$ cat config.mk
export PLATFORM = sky130hd
export DESIGN_NAME = led_pattern_ctrl
export DESIGN_NICKNAME = d
export VERILOG_FILES = /design/src/rtl/led_pattern_ctrl.sv
export SDC_FILE = /design/constraint.sdc
export NUM_CORES = 1
export LEC_CHECK = 0
export BUFFER_PORTS_ARGS = -buffer_cell sky130_fd_sc_hd__buf_4
export CAP_MARGIN = 20
export CORE_MARGIN = 2
export CORE_UTILIZATION = 46
export DETAILED_ROUTE_END_ITERATION = 12
export GPL_TIMING_DRIVEN = 1
export PLACE_DENSITY_LB_ADDON = 0.12
export SLEW_MARGIN = 20
export SYNTH_ARGS = -nofsm -noshare
export SYNTH_HDL_FRONTEND = slang
export SYNTH_SLANG_ARGS = --single-unit
$ cat constraint.sdc
create_clock -name clk_in -period 1.9 [get_ports clk_in]
set_input_delay 0 -clock clk_in [delete_from_list [all_inputs] [get_ports clk_in]]
set_output_delay 0 -clock clk_in [all_outputs]
set_load 0.05 [all_outputs]
$ cat src/rtl/led_pattern_ctrl.sv
// LED pattern controller: synchronized 1 Hz tick steps a mode-dependent LED pattern; a button cycles modes.
// Optional button debounce is compiled in with macro LED_PATTERN_DEBOUNCE_EN (default build: no debounce).
module led_pattern_ctrl #(
  parameter int NUM_LEDS        = 8,
  parameter int DEBOUNCE_CYCLES = 1_000_000
) (
  input  logic                clk_in,
  input  logic                rst_n,
  input  logic                tick_in,
  input  logic                btn_mode,
  input  logic                enable,
  output logic [NUM_LEDS-1:0] led,
  output logic [1:0]          mode,
  output logic                step
);

  localparam logic [1:0] ST_OFF    = 2'd0;
  localparam logic [1:0] ST_BLINK  = 2'd1;
  localparam logic [1:0] ST_SHIFT  = 2'd2;
  localparam logic [1:0] ST_BOUNCE = 2'd3;

  logic                r_tick_s1, r_tick_s2, r_tick_prev;
  logic                r_btn_s1, r_btn_s2, r_btn_prev;
  logic                w_btn_db;
  logic                w_tick_rise, w_btn_rise;
  logic [1:0]          r_mode, w_mode_nxt;
  logic [NUM_LEDS-1:0] r_led, w_next_led, w_init_led;
  logic                r_dir_up, w_next_dir;
  logic                r_step;

  // Tick and button both cross in from asynchronous sources.
  always_ff @(posedge clk_in or negedge rst_n) begin
    if (!rst_n) begin
      r_tick_s1   <= 1'b0;
      r_tick_s2   <= 1'b0;
      r_tick_prev <= 1'b0;
      r_btn_s1    <= 1'b0;
      r_btn_s2    <= 1'b0;
    end else begin
      r_tick_s1   <= tick_in;
      r_tick_s2   <= r_tick_s1;
      r_tick_prev <= r_tick_s2;
      r_btn_s1    <= btn_mode;
      r_btn_s2    <= r_btn_s1;
    end
  end

  assign w_tick_rise = r_tick_s2 & ~r_tick_prev;

`ifdef LED_PATTERN_DEBOUNCE_EN
  localparam int CNT_W = (DEBOUNCE_CYCLES > 1) ? $clog2(DEBOUNCE_CYCLES + 1) : 1;

  logic [CNT_W-1:0] r_db_cnt;
  logic             r_btn_db;

  // Counter tracks how long the synchronized level has disagreed with the accepted level.
  always_ff @(posedge clk_in or negedge rst_n) begin
    if (!rst_n) begin
      r_db_cnt <= '0;
      r_btn_db <= 1'b0;
    end else if (r_btn_s2 == r_btn_db) begin
      r_db_cnt <= '0;
    end else if (r_db_cnt == CNT_W'(DEBOUNCE_CYCLES - 1)) begin
      r_db_cnt <= '0;
      r_btn_db <= r_btn_s2;
    end else begin
      r_db_cnt <= r_db_cnt + CNT_W'(1);
    end
  end

  assign w_btn_db = r_btn_db;
`else
  assign w_btn_db = r_btn_s2;
`endif

  always_ff @(posedge clk_in or negedge rst_n) begin
    if (!rst_n) r_btn_prev <= 1'b0;
    else        r_btn_prev <= w_btn_db;
  end

  assign w_btn_rise = w_btn_db & ~r_btn_prev;
  assign w_mode_nxt = r_mode + 2'd1;

  always_comb begin
    w_init_led = '0;
    case (w_mode_nxt)
      ST_OFF:    w_init_led = '0;
      ST_BLINK:  w_init_led = '1;
      ST_SHIFT:  w_init_led = NUM_LEDS'(1);
      ST_BOUNCE: w_init_led = NUM_LEDS'(1);
      default:   w_init_led = '0;
    endcase
  end

  // Direction flips on the step that lands on an end bit, so end values never repeat.
  always_comb begin
    w_next_led = r_led;
    w_next_dir = r_dir_up;
    case (r_mode)
      ST_OFF:   w_next_led = '0;
      ST_BLINK: w_next_led = ~r_led;
      ST_SHIFT: w_next_led = {r_led[NUM_LEDS-2:0], r_led[NUM_LEDS-1]};
      ST_BOUNCE: begin
        if (r_led == '0) begin
          w_next_led = NUM_LEDS'(1);
          w_next_dir = 1'b1;
        end else if (r_dir_up) begin
          w_next_led = r_led << 1;
          if (r_led[NUM_LEDS-2]) w_next_dir = 1'b0;
        end else begin
          w_next_led = r_led >> 1;
          if (r_led[1]) w_next_dir = 1'b1;
        end
      end
      default: w_next_led = r_led;
    endcase
  end

  // A mode change overrides a coincident step; the step pulse itself is still emitted.
  always_ff @(posedge clk_in or negedge rst_n) begin
    if (!rst_n) begin
      r_mode   <= ST_OFF;
      r_led    <= '0;
      r_dir_up <= 1'b1;
      r_step   <= 1'b0;
    end else begin
      r_step <= w_tick_rise & enable;
      if (w_btn_rise) begin
        r_mode   <= w_mode_nxt;
        r_led    <= w_init_led;
        r_dir_up <= 1'b1;
      end else if (w_tick_rise && enable) begin
        r_led    <= w_next_led;
        r_dir_up <= w_next_dir;
      end
    end
  end

  assign led  = r_led;
  assign mode = r_mode;
  assign step = r_step;

endmodule

### After elaboration in Yosys (flattened, before gate mapping)

Cells that the tools add are included.
W data, S select, Z words.

| word-level totals | value |
|---|---|
| flip-flop bits (word level) | 18 |
| latch bits | 0 |
| memory bits (writable) | 0 |
| ROM bits | 0 |
| input port bits | 5 |
| output and inout bits | 11 |
| logic and storage cells | 44 |
| memories kept | 0 |

| operators by class | value |
|---|---|
| $add $sub $neg | 1 |
| multipliers | 0 |
| div/mod/pow operators | 0 |
| magnitude comparators | 0 |
| equality and inequality tests | 6 |
| shifts and indexed selects | 0 |
| mux-type cells | 13 |
| bitwise logic cells | 6 |
| reductions and logical operators | 8 |

Operator list:

| operator | number |
|---|---|
| $mux W8 | 4 |
| $pmux W8 S4 | 1 |
| $pmux W8 S3 | 1 |
| $eq A2 B2 Y1 const B | 4 |
| $logic_not A8 Y1 | 1 |
| $not A8 Y8 | 1 |
| $mux W1 | 7 |
| $eq A2 B1 Y1 const B | 2 |
| $logic_not A2 Y1 | 2 |
| $reduce_bool A2 Y1 | 2 |
| $and A1 B1 Y1 | 3 |
| $add A2 B1 Y2 const B | 1 |
| $not A1 Y1 | 2 |
| $reduce_and A2 Y1 | 1 |
| $reduce_or A2 Y1 | 1 |
| $logic_and A1 B1 Y1 | 1 |

### Longest topological paths before layout

| depth | value |
|---|---|
| depth after elaboration | 6 |
| mapped depth | 6 |
| depth with buffers taken out | 6 |

### Worst setup path before layout

No wires, ideal clock.

| timing | value |
|---|---|
| path kind | reg2reg |
| from | register r_mode[0] (netlist: mode[0]) |
| to | register r_led[5] (netlist: led[5]) |
| setup time | 0.137 ns |
| data arrival time | 1.846 ns |
| data required time | 1.763 ns |
| path slack | -0.083 ns |
| stages on the path, launching flop included | 7 |
| buffers on the path | 0 |
| clock period less this slack | 1.983 ns |
| cells stage by stage | dfrtp_1 > inv_1 > ha_1 > a21o_1 > a221o_1 > a22oi_1 > a21oi_1 |

| on the way | value |
|---|---|
| word-level cells in the longest chain between the ends | 5 |
| elaborated cells between the ends (all ways) | 14 |
| classes of those cells | add/sub (1); eq/ne (6); mux (4); reduce/logical (3) |

RTL lines:

| what | line | source |
|---|---|---|
| start, declared | 26 | `logic [1:0] r_mode, w_mode_nxt;` |
| start signal, assigned | 129 | `r_mode <= w_mode_nxt;` |
| $add A2 B1 Y2 (*) | 82 | `assign w_mode_nxt = r_mode + 2'd1;` |
| named net w_mode_nxt[0] | 26 |  |
| $eq A2 B2 Y1 | 86 | `case (w_mode_nxt)` |
| $reduce_or A2 Y1 (no source line) | - |  |
| $pmux W8 S3 (*) | 86 |  |
| $mux W8 (*) | 128 | `if (w_btn_rise) begin` |
| end signal, assigned | 130 | `r_led <= w_init_led;` |
| end signal, assigned | 133 | `r_led <= w_next_led;` |
| end, declared | 27 | `logic [NUM_LEDS-1:0] r_led, w_next_led, w_init_led;` |

The timed path passes the listed nets; every way through them passes the cells marked *. The select of a mux whose other input is x is not followed.
A chain may end at the register's enable or synchronous reset.

### Final worst setup path

| timing | value |
|---|---|
| from | register r_led[2] (netlist: led[2]) |
| to | register r_led[2] (netlist: led[2]) |

| on the way | value |
|---|---|
| word-level cells in the longest chain between the ends | 5 |
| elaborated cells between the ends (all ways) | 6 |
| classes of those cells | mux (4); bitwise (1); reduce/logical (1) |

RTL lines:

| what | line | source |
|---|---|---|
| $logic_not A8 Y1 | 104 | `if (r_led == '0) begin` |
| $mux W8 | 104 |  |
| $pmux W8 S4 (*) | 99 | `case (r_mode)` |
| $mux W8 (*) | 132 | `end else if (w_tick_rise && enable) begin` |
| $mux W8 (*) | 128 |  |

Mark *: on every way between the ends. The rest lies on a longest branch, timed or not. The select of a mux whose other input is x is not followed.

==> metrics.md <==
| Metric | Value |
|---|---|
| Gp weighted congestion | `0.847` |
| TritonCTS clock tree | `yes` |
| Seq pwr share | `0.306` |
| Ant. Diodes | `0` |
| Via density | `5.49` |
| Die height | `49.2 um` |
| Initial Utilization | `0.483` |
| First-pass GRT wire length | `3.53 mm` |
| XOR/XNOR share of the synthesized area | `0.00933` |
| WP data arrival | `1.94 ns` |
| Clock-pin slew on the worst setup and hold paths | `0.11 ns` |
| Max clock buf depth | `2` |
| Post-Syn Area | `938 sq um` |
| PwrDens | `1640 nW/um^2` |
| Max-slew violations | `0` |
| Status | `completed` |
| Sw Pwr | `0.931 mW` |
| Remaining global-route overflow | `0` |
| Area grow syn2layout | `28.0%` |
| Post-layout min period | `1.73 ns` |
| Lkg Pwr | `0.576 nW` |
| DR DRC count | `0` |
| # setup viols final | `0` |
| Final Power | `1.96 mW` |
| Number of flops mapped to enable cells by yosys | `0` |
| Simple-Gate Fraction of Synth Area | `0.145` |
| Die area | `2420 sq um` |
| Vias in the first global route | `775` |
| Hpwl dp | `1.46 mm` |
| WL per Instance | `14.1 um` |
| Post-Synthesis Net Count | `101` |
| Slew margin rel. | `0.753` |
| YS warnings | `0` |
| Core area | `1940 sq um` |
| Setup bufs post-CTS | `0` |
| Via count | `796` |
| Num CTS Buffers | `3` |
| Post-Route Skew | `0.0105 ns` |
| Reg2reg start | `led[2]$_DFFE_PN0P_` |
| Design area | `1200 sq um` |
| Port buffer count | `15` |
| # nets final | `129` |
| Placed cell area | `1130 sq um` |
| Post-route ant nets | `0` |
| Logic pwr share | `0.570` |
| Setup TNS | `0 ns` |
| Worst Path Required | `2.10 ns` |
| Root buffer cell | `clkbuf_4` |
| Synth Flop Type | `dfrtp_1` |
| Fin Hold WS | `0.0855 ns` |
| GRT Overall Usage | `0.195` |
| Chip width | `49.2 um` |
| Clock Power Share | `0.124` |
| Max-cap viol count | `0` |
| Synth Register Bits | `18` |
| Cells after Synth | `91` |
| Fmax | `576 MHz` |
| Period Utilization, post-route | `0.913` |
| CTS Sinks | `18` |
| Unique cell type count in the Yosys netlist | `28` |
| Htree depth | `1` |
| Row cnt | `16` |
| Synth Area in Adders | `0.0667` |
| 1st-iter DRT viols | `28` |
| Drt total wl | `2.05 mm` |
| Sequential-to-total area share from yosys stat | `0.481` |
| Largest net degree at the start of global routing | `19` |
| Fraction of layout cells with a size suffix above 1 | `0.263` |
| Share of flip-flops with an asynchronous set or reset | `1.00` |
| Crit Path Max Fanout | `7` |
| Internal | `1.03 mW` |
| Clock insertion delay at the later pin of the skew report | `0.31 ns` |
| Worst Setup SP | `led[2]$_DFFE_PN0P_` |
| Switching portion of total power | `0.474` |
| Final Hold Violating Endpoints | `0` |
| IO Count | `16` |
| Mapped Avg Cell Area | `10.3 sq um` |
| Critical path type | `reg -> reg` |
| RSZ-0062 raised after global routing | `no` |
| Largest family of logic cells by synthesized area | `compound AO/OA/AOI/OAI gates` |
| TritonRoute pass-1 iters | `4` |
| Type of the worst min-delay path | `in -> async` |
| Synth Area in Compound Gates | `0.221` |
| Maximum vdd drop | `1210 uV` |
| Initial antenna violation count | `0` |
| Slew at the pin with the worst max-slew slack | `0.370 ns` |
| Crit end category | `register` |
| Startpoint types | `register` |
| Post-synthesis mux area share | `0.0320` |
[routing by layer]
metal	vias up	share of wire	track usage
met5	-	0	0
met4	0	0.025	0.119
met3	5	0.047	0.0429
met2	21	0.46	0.277
met1	379	0.47	0.269
li1	391	-	-
[cells in the final DEF, fill, tap and decap left out, types with 2 or more instances in the layout]
| cell | count |
|---|---|
| dfrtp_1 | 16 |
| a22oi_1 | 7 |
| ha_1 | 5 |
| mux2i_1 | 3 |
| o32a_1 | 3 |
| buf_4 | 23 |
| a221o_1 | 3 |
| dlygate4sd3_1 | 3 |
| nor2_1 | 7 |
| clkbuf_4 | 3 |
| nand2b_1 | 2 |
| nand3_1 | 2 |
| a21oi_1 | 7 |
| nor2b_1 | 5 |
| nand2_1 | 5 |
| inv_1 | 8 |
[cell usage after synthesis (all sizes together), types with 2 or more instances]
cell type	n	share of area
o32a	3	0.032
nand2b	2	0.013
nor2	7	0.028
or4	2	0.020
a21oi	7	0.037
nand3	2	0.011
nand2	5	0.020
mux2i	3	0.032
dfrtp	17	0.45
inv	8	0.032
clkbuf	3	0.012
ha	5	0.067
nor2b	5	0.033
a221o	3	0.032
a22oi	7	0.056
[final cells by class]
type | count | area [sq um]
clock buffers | 4 | 36.3
fillers | 181 | 741
inverters | 8 | 30.0
multi-input cells | 62 | 445
flip-flops and latches | 18 | 453
well taps | 27 | 33.8
repair buffers | 26 | 203
[worst paths after layout]
| path | slack [ns] | cells past startpoint | to |
|---|---|---|---|
| setup reg to reg | 0.17 | 4 | led[2]$_DFFE_PN0P_ |
| setup / recovery | 0.17 | 4 | led[2]$_DFFE_PN0P_ |
| hold / removal | 0.09 | 2 | led[0]$_DFFE_PN0P_ |
| min in group clk_in | 0.26 | 3 | step$_DFF_PN0_ |
| max in group asynchronous | 1.55 | 2 | r_dir_up$_DFFE_PN1P_ |
| hold reg to reg | 0.36 | 0 | r_btn_s2$_DFF_PN0_ |
[what timing repair did]
item | CTS | global route
resized for setup | 0 | 0
hold endpoints to repair | 20 | 0
hold buffers | 3 | 0
[registers in the layout, summed over array words and instances (netlist names)]
name / cells
r_btn_s2: 1
r_btn_s1: 1
r_tick_prev: 1
step: 1
r_btn_prev: 1
mode: 2
r_tick_s2: 1
r_tick_s1: 1
r_dir_up: 1
led: 8
[metrics by stage]
step | setup WS, ns | std cells | utilization
2_1_floorplan | 0.0138 | 91 | -
3_3_place_gp | 0.209 | 138 | 0.584
3_5_place_dp | 0.184 | 138 | 0.584
4_1_cts | 0.168 | 145 | 0.619
5_1_grt | 0.0763 | 145 | 0.619
6_report | 0.165 | 145 | 0.619
[power groups by stage]
stage                     Combinational [mW]  Clock (mW)  Sequential (mW)
final                                   1.12       0.243            0.601
after global routing                    1.21       0.267            0.620
after CTS                               1.12       0.249            0.602
after detailed placement                1.11           0            0.609
after global placement                  1.11           0            0.608
after floorplan                        0.450           0            0.924
[critical path, stage by stage, from the launching register on]
cell	delay (ns)
dfrtp_1	0.46
or4_4	0.57
o2111ai_2	0.25
nor2_1	0.07
o32a_1	0.28
[logic make-up (layout without fill, tap and decap cells)]
kind of cell	Yosys count	after routing
flip-flops	18	18
AND/OR/NAND/NOR	26	26
multiplexers	3	3
XOR/XNOR	1	1
buffers and inverters	11	38
AO/OA/AOI/OAI	27	27
adder cells (fa/ha/maj)	5	5
No activity file was read; power rests on OpenSTA's default activity.
